$ cat src/rtl/cpu_pkg.sv
// Shared types and constants for the 4-bit CPU fetch/decode/execute sequencer.
package cpu_pkg;

    // Sequencer states
    typedef enum logic [2:0] {
        StIdle,
        StFetch,
        StDecode,
        StOpfetch,
        StExec,
        StHalted
    } seq_state_e;

    // Unconditional jump opcode; conditional jumps sit above it (13..15)
    localparam logic [3:0] OP_JMP          = 4'hC;
    // Default halt opcode: an all-zero (unprogrammed) ROM byte stops the core
    localparam logic [3:0] OP_HALT_DEFAULT = 4'h0;

    // Instruction byte field slices
    function automatic logic [3:0] ir_opcode(input logic [7:0] ir);
        return ir[7:4];
    endfunction

    function automatic logic [3:0] ir_short(input logic [7:0] ir);
        return ir[3:0];
    endfunction

endpackage

$ cat src/rtl/cpu_pc_reg.sv
// Program counter register: load, +1 or +2, silent modulo-2^PcWidth wrap.
module cpu_pc_reg #(
    parameter int unsigned        PcWidth = 8,
    parameter logic [PcWidth-1:0] ResetPc = '0
) (
    input  logic               clk_i,
    input  logic               rst_i,
    input  logic               load_i,
    input  logic [PcWidth-1:0] load_val_i,
    input  logic               inc1_i,
    input  logic               inc2_i,
    output logic [PcWidth-1:0] pc_o
);

    logic [PcWidth-1:0] pc_q, pc_d;

    // Next PC: load beats +2 beats +1; addition wraps naturally
    always_comb begin
        pc_d = pc_q;
        if (load_i) begin
            pc_d = load_val_i;
        end else if (inc2_i) begin
            pc_d = pc_q + PcWidth'(2);
        end else if (inc1_i) begin
            pc_d = pc_q + PcWidth'(1);
        end
    end

    // PC state with synchronous reset
    always_ff @(posedge clk_i) begin
        if (rst_i) begin
            pc_q <= ResetPc;
        end else begin
            pc_q <= pc_d;
        end
    end

    assign pc_o = pc_q;

endmodule

$ cat src/rtl/cpu_sequencer.sv
// Fetch/decode/execute sequencer: memory handshake, IR, operand byte and PC control.
module cpu_sequencer
    import cpu_pkg::*;
#(
    parameter int unsigned         PC_WIDTH = 8,
    parameter logic [3:0]          HALT_OP  = OP_HALT_DEFAULT,
    parameter logic [PC_WIDTH-1:0] RESET_PC = '0
) (
    input  logic                Clock,
    input  logic                Reset,
    input  logic                Start,
    input  logic                MemAck,
    input  logic [7:0]          MemData,
    output logic                MemReq,
    output logic [PC_WIDTH-1:0] MemAddr,
    output logic [3:0]          Op,
    output logic                Bit,
    input  logic                IsAddress,
    input  logic                IsJump,
    input  logic                CondFlag,
    output logic [3:0]          ShortOpnd,
    output logic [7:0]          LongOpnd,
    output logic [PC_WIDTH-1:0] Pc,
    output logic                Busy,
    output logic                Halted
);

    seq_state_e          state_q, state_d;
    logic [7:0]          ir_q, ir_d;
    logic [7:0]          long_opnd_q, long_opnd_d;
    logic                pc_load, pc_inc1, pc_inc2;
    logic [PC_WIDTH-1:0] jump_target;
    logic                two_word;
    logic                jump_taken;

    assign two_word    = IsAddress | IsJump;
    assign jump_taken  = IsJump & ((ir_opcode(ir_q) == OP_JMP) | CondFlag);
    // Operand byte is zero-extended or truncated to the PC width
    assign jump_target = PC_WIDTH'(long_opnd_q);

    cpu_pc_reg #(
        .PcWidth (PC_WIDTH),
        .ResetPc (RESET_PC)
    ) u_pc_reg (
        .clk_i      (Clock),
        .rst_i      (Reset),
        .load_i     (pc_load),
        .load_val_i (jump_target),
        .inc1_i     (pc_inc1),
        .inc2_i     (pc_inc2),
        .pc_o       (Pc)
    );

    // Next-state, IR/operand capture and PC update requests
    always_comb begin
        state_d     = state_q;
        ir_d        = ir_q;
        long_opnd_d = long_opnd_q;
        pc_load     = 1'b0;
        pc_inc1     = 1'b0;
        pc_inc2     = 1'b0;
        unique case (state_q)
            StIdle: begin
                if (Start) state_d = StFetch;
            end
            StHalted: begin
                // Resume past the halt instruction
                if (Start) begin
                    state_d = StFetch;
                    pc_inc1 = 1'b1;
                end
            end
            StFetch: begin
                if (MemAck) begin
                    ir_d    = MemData;
                    state_d = StDecode;
                end
            end
            StDecode: begin
                if (ir_opcode(ir_q) == HALT_OP) begin
                    state_d = StHalted;
                end else if (two_word) begin
                    state_d = StOpfetch;
                end else begin
                    state_d = StExec;
                end
            end
            StOpfetch: begin
                if (MemAck) begin
                    long_opnd_d = MemData;
                    state_d     = StExec;
                end
            end
            StExec: begin
                state_d = StFetch;
                if (jump_taken) begin
                    pc_load = 1'b1;
                end else if (two_word) begin
                    pc_inc2 = 1'b1;
                end else begin
                    pc_inc1 = 1'b1;
                end
            end
            default: state_d = StIdle;
        endcase
    end

    // State, IR and operand registers; reset clears everything
    always_ff @(posedge Clock) begin
        if (Reset) begin
            state_q     <= StIdle;
            ir_q        <= '0;
            long_opnd_q <= '0;
        end else begin
            state_q     <= state_d;
            ir_q        <= ir_d;
            long_opnd_q <= long_opnd_d;
        end
    end

    // Moore outputs decoded from the current state
    always_comb begin
        MemReq  = 1'b0;
        MemAddr = '0;
        Bit     = 1'b0;
        Busy    = 1'b1;
        Halted  = 1'b0;
        unique case (state_q)
            StFetch: begin
                MemReq  = 1'b1;
                MemAddr = Pc;
            end
            StOpfetch: begin
                MemReq  = 1'b1;
                MemAddr = Pc + PC_WIDTH'(1);
            end
            StExec:   Bit  = 1'b1;
            StIdle:   Busy = 1'b0;
            StHalted: begin
                Busy   = 1'b0;
                Halted = 1'b1;
            end
            default: ;
        endcase
    end

    assign Op        = ir_opcode(ir_q);
    assign ShortOpnd = ir_short(ir_q);
    assign LongOpnd  = long_opnd_q;

endmodule

$ cat config.mk
export PLATFORM = sky130hd
export DESIGN_NAME = cpu_sequencer
export DESIGN_NICKNAME = d
export VERILOG_FILES = /design/src/rtl/cpu_pkg.sv /design/src/rtl/cpu_pc_reg.sv /design/src/rtl/cpu_sequencer.sv
export SDC_FILE = /design/constraint.sdc
export NUM_CORES = 1
export LEC_CHECK = 0
export ABC_AREA = 1
export BUFFER_PORTS_ARGS = -buffer_cell sky130_fd_sc_hd__buf_2
export CORE_MARGIN = 2
export CORE_UTILIZATION = 51
export CTS_BUF_LIST = sky130_fd_sc_hd__clkbuf_4 sky130_fd_sc_hd__clkbuf_8 sky130_fd_sc_hd__clkbuf_16
export CTS_CLUSTER_DIAMETER = 50
export DETAILED_ROUTE_END_ITERATION = 10
export GPL_ROUTABILITY_DRIVEN = 1
export PLACE_DENSITY_LB_ADDON = 0.25
export SLEW_MARGIN = 10
export SYNTH_ARGS = -nofsm -noshare
export SYNTH_HDL_FRONTEND = slang
export SYNTH_SLANG_ARGS = --single-unit
$ cat constraint.sdc
create_clock -name Clock -period 1.5 [get_ports Clock]
set_input_delay 0.3 -clock Clock [delete_from_list [all_inputs] [get_ports Clock]]
set_output_delay 0.3 -clock Clock [all_outputs]
set_load 0.01 [all_outputs]
---- After elaboration in Yosys (flattened, before gate mapping) ----
Index checks and enable logic that the tools add are counted.
cells by class
  add/subtract/negate cells ............... 2
  equal/unequal tests ..................... 9
  muxes and demuxes ....................... 23
  bitwise operators ....................... 3
  reductions and logical operators ........ 8
operators with widths
  kind                                            count
  2-to-1 mux 8 bit                                3
  case mux 8 bit (2 select lines)                 1
  2-to-1 mux 3 bit                                5
  case mux 3 bit (5 select lines)                 1
  2-to-1 mux 1 bit                                12
  adder 8 x 1 -> 8 bit (second input constant)    1
  adder 8 x 2 -> 8 bit (second input constant)    1
  == test 3 x 2 -> 1 bit (second input constant)  2
  == test 3 bit (second input constant)           2
  == test 4 bit (second input constant)           1
  logical NOT 4 bit                               1
  != test 2 bit (second input constant)           2
  AND reduction 2 bit                             2
  OR reduction 2 bit                              2
  == test 3 x 1 -> 1 bit (second input constant)  1
  logical NOT 3 bit                               1
  AND reduction 3 bit                             1
  nonzero test 3 bit                              1
  != test 2 x 1 -> 1 bit (second input constant)  1
  OR 1 bit                                        2
  case mux 1 bit (2 select lines)                 1
  bitwise AND 1 bit                               1
word-level totals
  flip-flop bits (word level) ............. 27
  input bits .............................. 15
  output and inout bits ................... 36
  word-level logic and storage cells ...... 49

---- Depth between registers and ports, before layout ----
  depth in word-level cells ............... 8
  depth in mapped cells ................... 10
  depth with buffers taken out ............ 10

---- Hierarchy ----
A second synthesis with hierarchy kept.
second synthesis, totals
  cell total of the unflattened synthesis .. 262
  area, all modules ....................... 1656.6 um2
modules (own cells, without submodules)
  module         instances  cells each  area each (um2)  seq. area each (um2)
  cpu_sequencer  1          169         1084.8           380.4
  cpu_pc_reg     1          93          571.8            160.2

---- Least setup slack after synthesis ----
Ideal clock, no wire load.
  path kind ............................... reg-to-output
  from .................................... reg u_pc_reg.pc_q[2] (netlist: u_pc_reg.pc_o[2])
  to ...................................... out MemAddr[5]
  arrival time ............................ 1.291 ns
  data required time ...................... 1.200 ns
  setup slack ............................. -0.091 ns
  cell stages (with the launch flop) ...... 8
  buffers on the path ..................... 0
  cells stage by stage .................... dfxtp_1 > ha_1 > nand2_1 > nor2_1 > nand3_1 > nand2_1 > inv_1 > o22ai_1
between the ends
  cells in the longest elaborated chain, start to end .. 2
ends and longest elaborated chain
  what                             line                  text
  start, declared                  cpu_pc_reg.sv:15      logic [PcWidth-1:0] pc_q, pc_d;
  start signal, assigned           cpu_pc_reg.sv:32      pc_q <= ResetPc;
  start signal, assigned           cpu_pc_reg.sv:34      pc_q <= pc_d;
  adder 8 x 1 -> 8 bit             cpu_sequencer.sv:135  MemAddr = Pc + PC_WIDTH'(1);
  case mux 8 bit (2 select lines)  cpu_sequencer.sv:128  unique case (state_q)
  end, declared                    cpu_sequencer.sv:15   output logic [PC_WIDTH-1:0] MemAddr,
Every way passes these cells.

---- Worst setup path after layout ----
  from .................................... reg u_pc_reg.pc_q[1] (netlist: u_pc_reg.pc_o[1])
  to ...................................... out MemAddr[4]
Same word-level chain as after synthesis.

==> flow_summary.rst <==
.. list-table::
   :header-rows: 1

   * - Metric
     - Value
   * - Result of the run
     - complete, but fails checks
   * - Failing checks
     - negative setup slack
   * - Final worst setup slack
     - -0.435 ns
   * - Synthesized Nets
     - 280
   * - Number of warning messages in the yosys log
     - 0
   * - Buffers from clock root to sink, at most
     - 2
   * - Post-route DRC
     - 0
   * - I/O pin count
     - 51
   * - Number of clock buffers inserted by TritonCTS
     - 3
   * - Count of mapped cells out of synthesis
     - 263
   * - Area share of the leading cell type in the synthesized netlist
     - 0.320
   * - Area added between synthesis and finish
     - 56.0%
   * - Number of antenna violations at the first check in global routing
     - 0
   * - DRT Wirelength
     - 6.40 mm
   * - Worst setup slack after placement
     - -0.00374 ns
   * - HPWL after DPL
     - 3.56 mm
   * - Dominant synthesized flop cell
     - sky130_fd_sc_hd__dfxtp_1
   * - Total congestion overflow
     - 0
   * - Clock net sink count
     - 27
   * - Count of endpoints failing setup in the final report
     - 15
   * - Hold Violations, Final
     - 0
   * - Worst supply voltage drop on vdd
     - 1180 uV
   * - Global-route wire length before repair
     - 8.68 mm
   * - Clock skew after layout
     - 0.00748 ns
   * - Ratio of routed vias to standard cells
     - 5.59
   * - Count of antenna diodes in the layout
     - 0
   * - Pins over their slew limit
     - 0
   * - Total of hold buffers inserted after clock tree synthesis
     - 0
   * - Root buffer cell
     - sky130_fd_sc_hd__clkbuf_4
   * - Post-synthesis register bit count
     - 27
   * - Post-Layout Cell Count
     - 400
   * - Unrepaired setup endpoints after global routing
     - yes
   * - Average routed wire per standard cell
     - 16.0 um
   * - Startpoint class of the critical path
     - flop
   * - Placed insts
     - 377
   * - HP Class
     - in2reg
   * - Routability Congestion
     - 0.944
   * - Final period util
     - 1.29
   * - Per-instance average area after synthesis
     - 6.42 um^2
   * - Most area-consuming cells after synthesis
     - sky130_fd_sc_hd__dfxtp_1, sky130_fd_sc_hd__nand2_1, sky130_fd_sc_hd__nand3_1
   * - Core outline area
     - 3100 um^2
   * - Chip Height
     - 61.5 um
   * - Starting utilization of the core area
     - 0.544
   * - Ys async rst share
     - 0
   * - Standard-cell rows
     - 20
   * - Maximum fanout along the worst path
     - 3
   * - Worst Setup Path Type
     - reg2out
   * - Transition at the pin with the smallest max-transition slack
     - 0.436 ns
   * - Worst EP required
     - 1.20 ns
   * - Maximum frequency from static timing analysis
     - 0.517 GHz
   * - Post-synthesis cell type with the largest combined area
     - sky130_fd_sc_hd__dfxtp_1
   * - Count of filler cells inserted in the layout
     - 210
   * - TritonCTS clock tree
     - done
   * - Leading cell types by count after synthesis
     - sky130_fd_sc_hd__nand2_1, sky130_fd_sc_hd__inv_1, sky130_fd_sc_hd__nand3_1
   * - Fraction of the yosys area taken by sequential cells
     - 0.320
   * - DR iter-0 viols
     - 219
   * - Critical Path AT
     - 1.64 ns
   * - CP Capture Type
     - output port
   * - Sum of internal, switching and leakage power
     - 3.77 mW
   * - Total power per unit cell area
     - 1430 nW/um^2
   * - Unique cell type count in the Yosys netlist
     - 29
   * - Aggregate global-route resource usage
     - 0.312
   * - Final critical-path required period
     - 1.94 ns
   * - Skew-Pair Late Insertion Delay
     - 0.35 ns
   * - Horizontal die dimension
     - 61.5 um
   * - Number of flops mapped to enable cells by yosys
     - 0
   * - Setup TNS after final layout
     - -3.17 ns
   * - Total standard cell area after synthesis
     - 1690 um^2
   * - Count of TritonRoute iterations in the first routing pass
     - 5
   * - Total number of H-tree levels
     - 1
   * - Number of global-route vias before repair
     - 2,021
   * - Slew Limit Headroom
     - 0.709
   * - Die area
     - 3790 um^2
   * - Clock transition at the register clock pins on the worst setup and hold paths after CTS
     - 0.16 ns
   * - Nets@finish
     - 374
   * - Post-DRT Antenna Nets
     - 0
   * - Hold WS
     - 0.203 ns
   * - Share of cells above drive strength 1
     - 0.461
   * - Leak
     - 1.26 nW
   * - Pin count of the biggest net entering global routing
     - 17
   * - Total number of vias
     - 2,236
   * - Most common cell in the netlist
     - sky130_fd_sc_hd__nand2_1
   * - Port-buffer cells
     - 50
   * - Total of max-cap violations
     - 0
## cell families (layout without fill, tap and decap cells)
kind of cell    Yosys count  after routing  share of synthesized area
simple gates            123            123                      0.338
compound gates           57             57                      0.180
buf+inv                  49            142                      0.121
flops                    27             27                      0.320
xor+xnor                  5              5                     0.0259
fa+ha+maj                 2              2                     0.0148
## cell usage in the layout, fill, tap and decap left out, drive strengths merged
master and count:
ha 2, o22ai 5, a22oi 1, inv 41, o21ai 25, buf 97, nand2 62, dfxtp 27
nor2 20, xnor2 1, xor2 4, clkinvlp 1, nand4 7, o21bai 1, clkbuf 3, nand3 33
a21oi 25, or2 1
## worst max-delay path, cell delays in order, from the launching register on
cell,delay (ns)
sky130_fd_sc_hd__dfxtp_4,0.42
sky130_fd_sc_hd__ha_4,0.15
sky130_fd_sc_hd__nand3_4,0.09
sky130_fd_sc_hd__buf_6,0.13
sky130_fd_sc_hd__xor2_2,0.14
sky130_fd_sc_hd__o22ai_1,0.16
sky130_fd_sc_hd__buf_2,0.19
## routing by layer
metal  part of all wire  global-route usage  wire (um)  up-vias
li1                   -                   -          -     1048
met1               0.38               0.340       2430     1020
met2               0.51               0.576       3250      138
met3              0.069              0.0399        441       30
met4              0.044               0.170        280        0
met5                  0                   0          0        -
## final timing paths
kind	startpoint	end	slack, ns	depth (start not counted)
min reg2reg	ir_q[1]	ir_q[1]	0.47	2
min	MemData[2]	ir_q[2]	0.20	3
max	u_pc_reg.pc_o[1]	MemAddr[4]	-0.44	6
max reg2reg	u_pc_reg.pc_o[1]	u_pc_reg.pc_o[5]	-0.28	13
## area by class of cell
type	count	area (um^2)	share of cell area
clock buffer	3	22.5	0.00856
inverter	41	174	0.0661
timing repair buffer	97	682	0.259
tap	44	55.1	0.0209
clock inverter	1	7.51	0.00285
sequential	27	561	0.213
multi-input combinational	187	1130	0.430
## registers in the layout (all words and copies together), names as in the netlist
register and count:
LongOpnd 8, ir_q 8, state_q 3, u_pc_reg.pc_o 8
## where the power goes
part           switching, mW  internal [mW]
clock network          0.246          0.103
logic                   1.34           1.00
registers              0.183          0.891
total                   1.77           2.00
## timing repair
action / 4_1_cts / 5_1_grt
pin swaps: 16 / 20
resized for setup: 40 / 37
setup buffers: 21 / 1
endpoints found under the setup margin: 12 / 25
## stage by stage
step	cell area, um^2	utilization
final	2630	0.848
after CTS	2500	0.806
after floorplan	1690	-
after global placement	2200	0.709
after detailed placement	2200	0.709
after global routing	2630	0.848
Power figures use the tool's default switching activity.
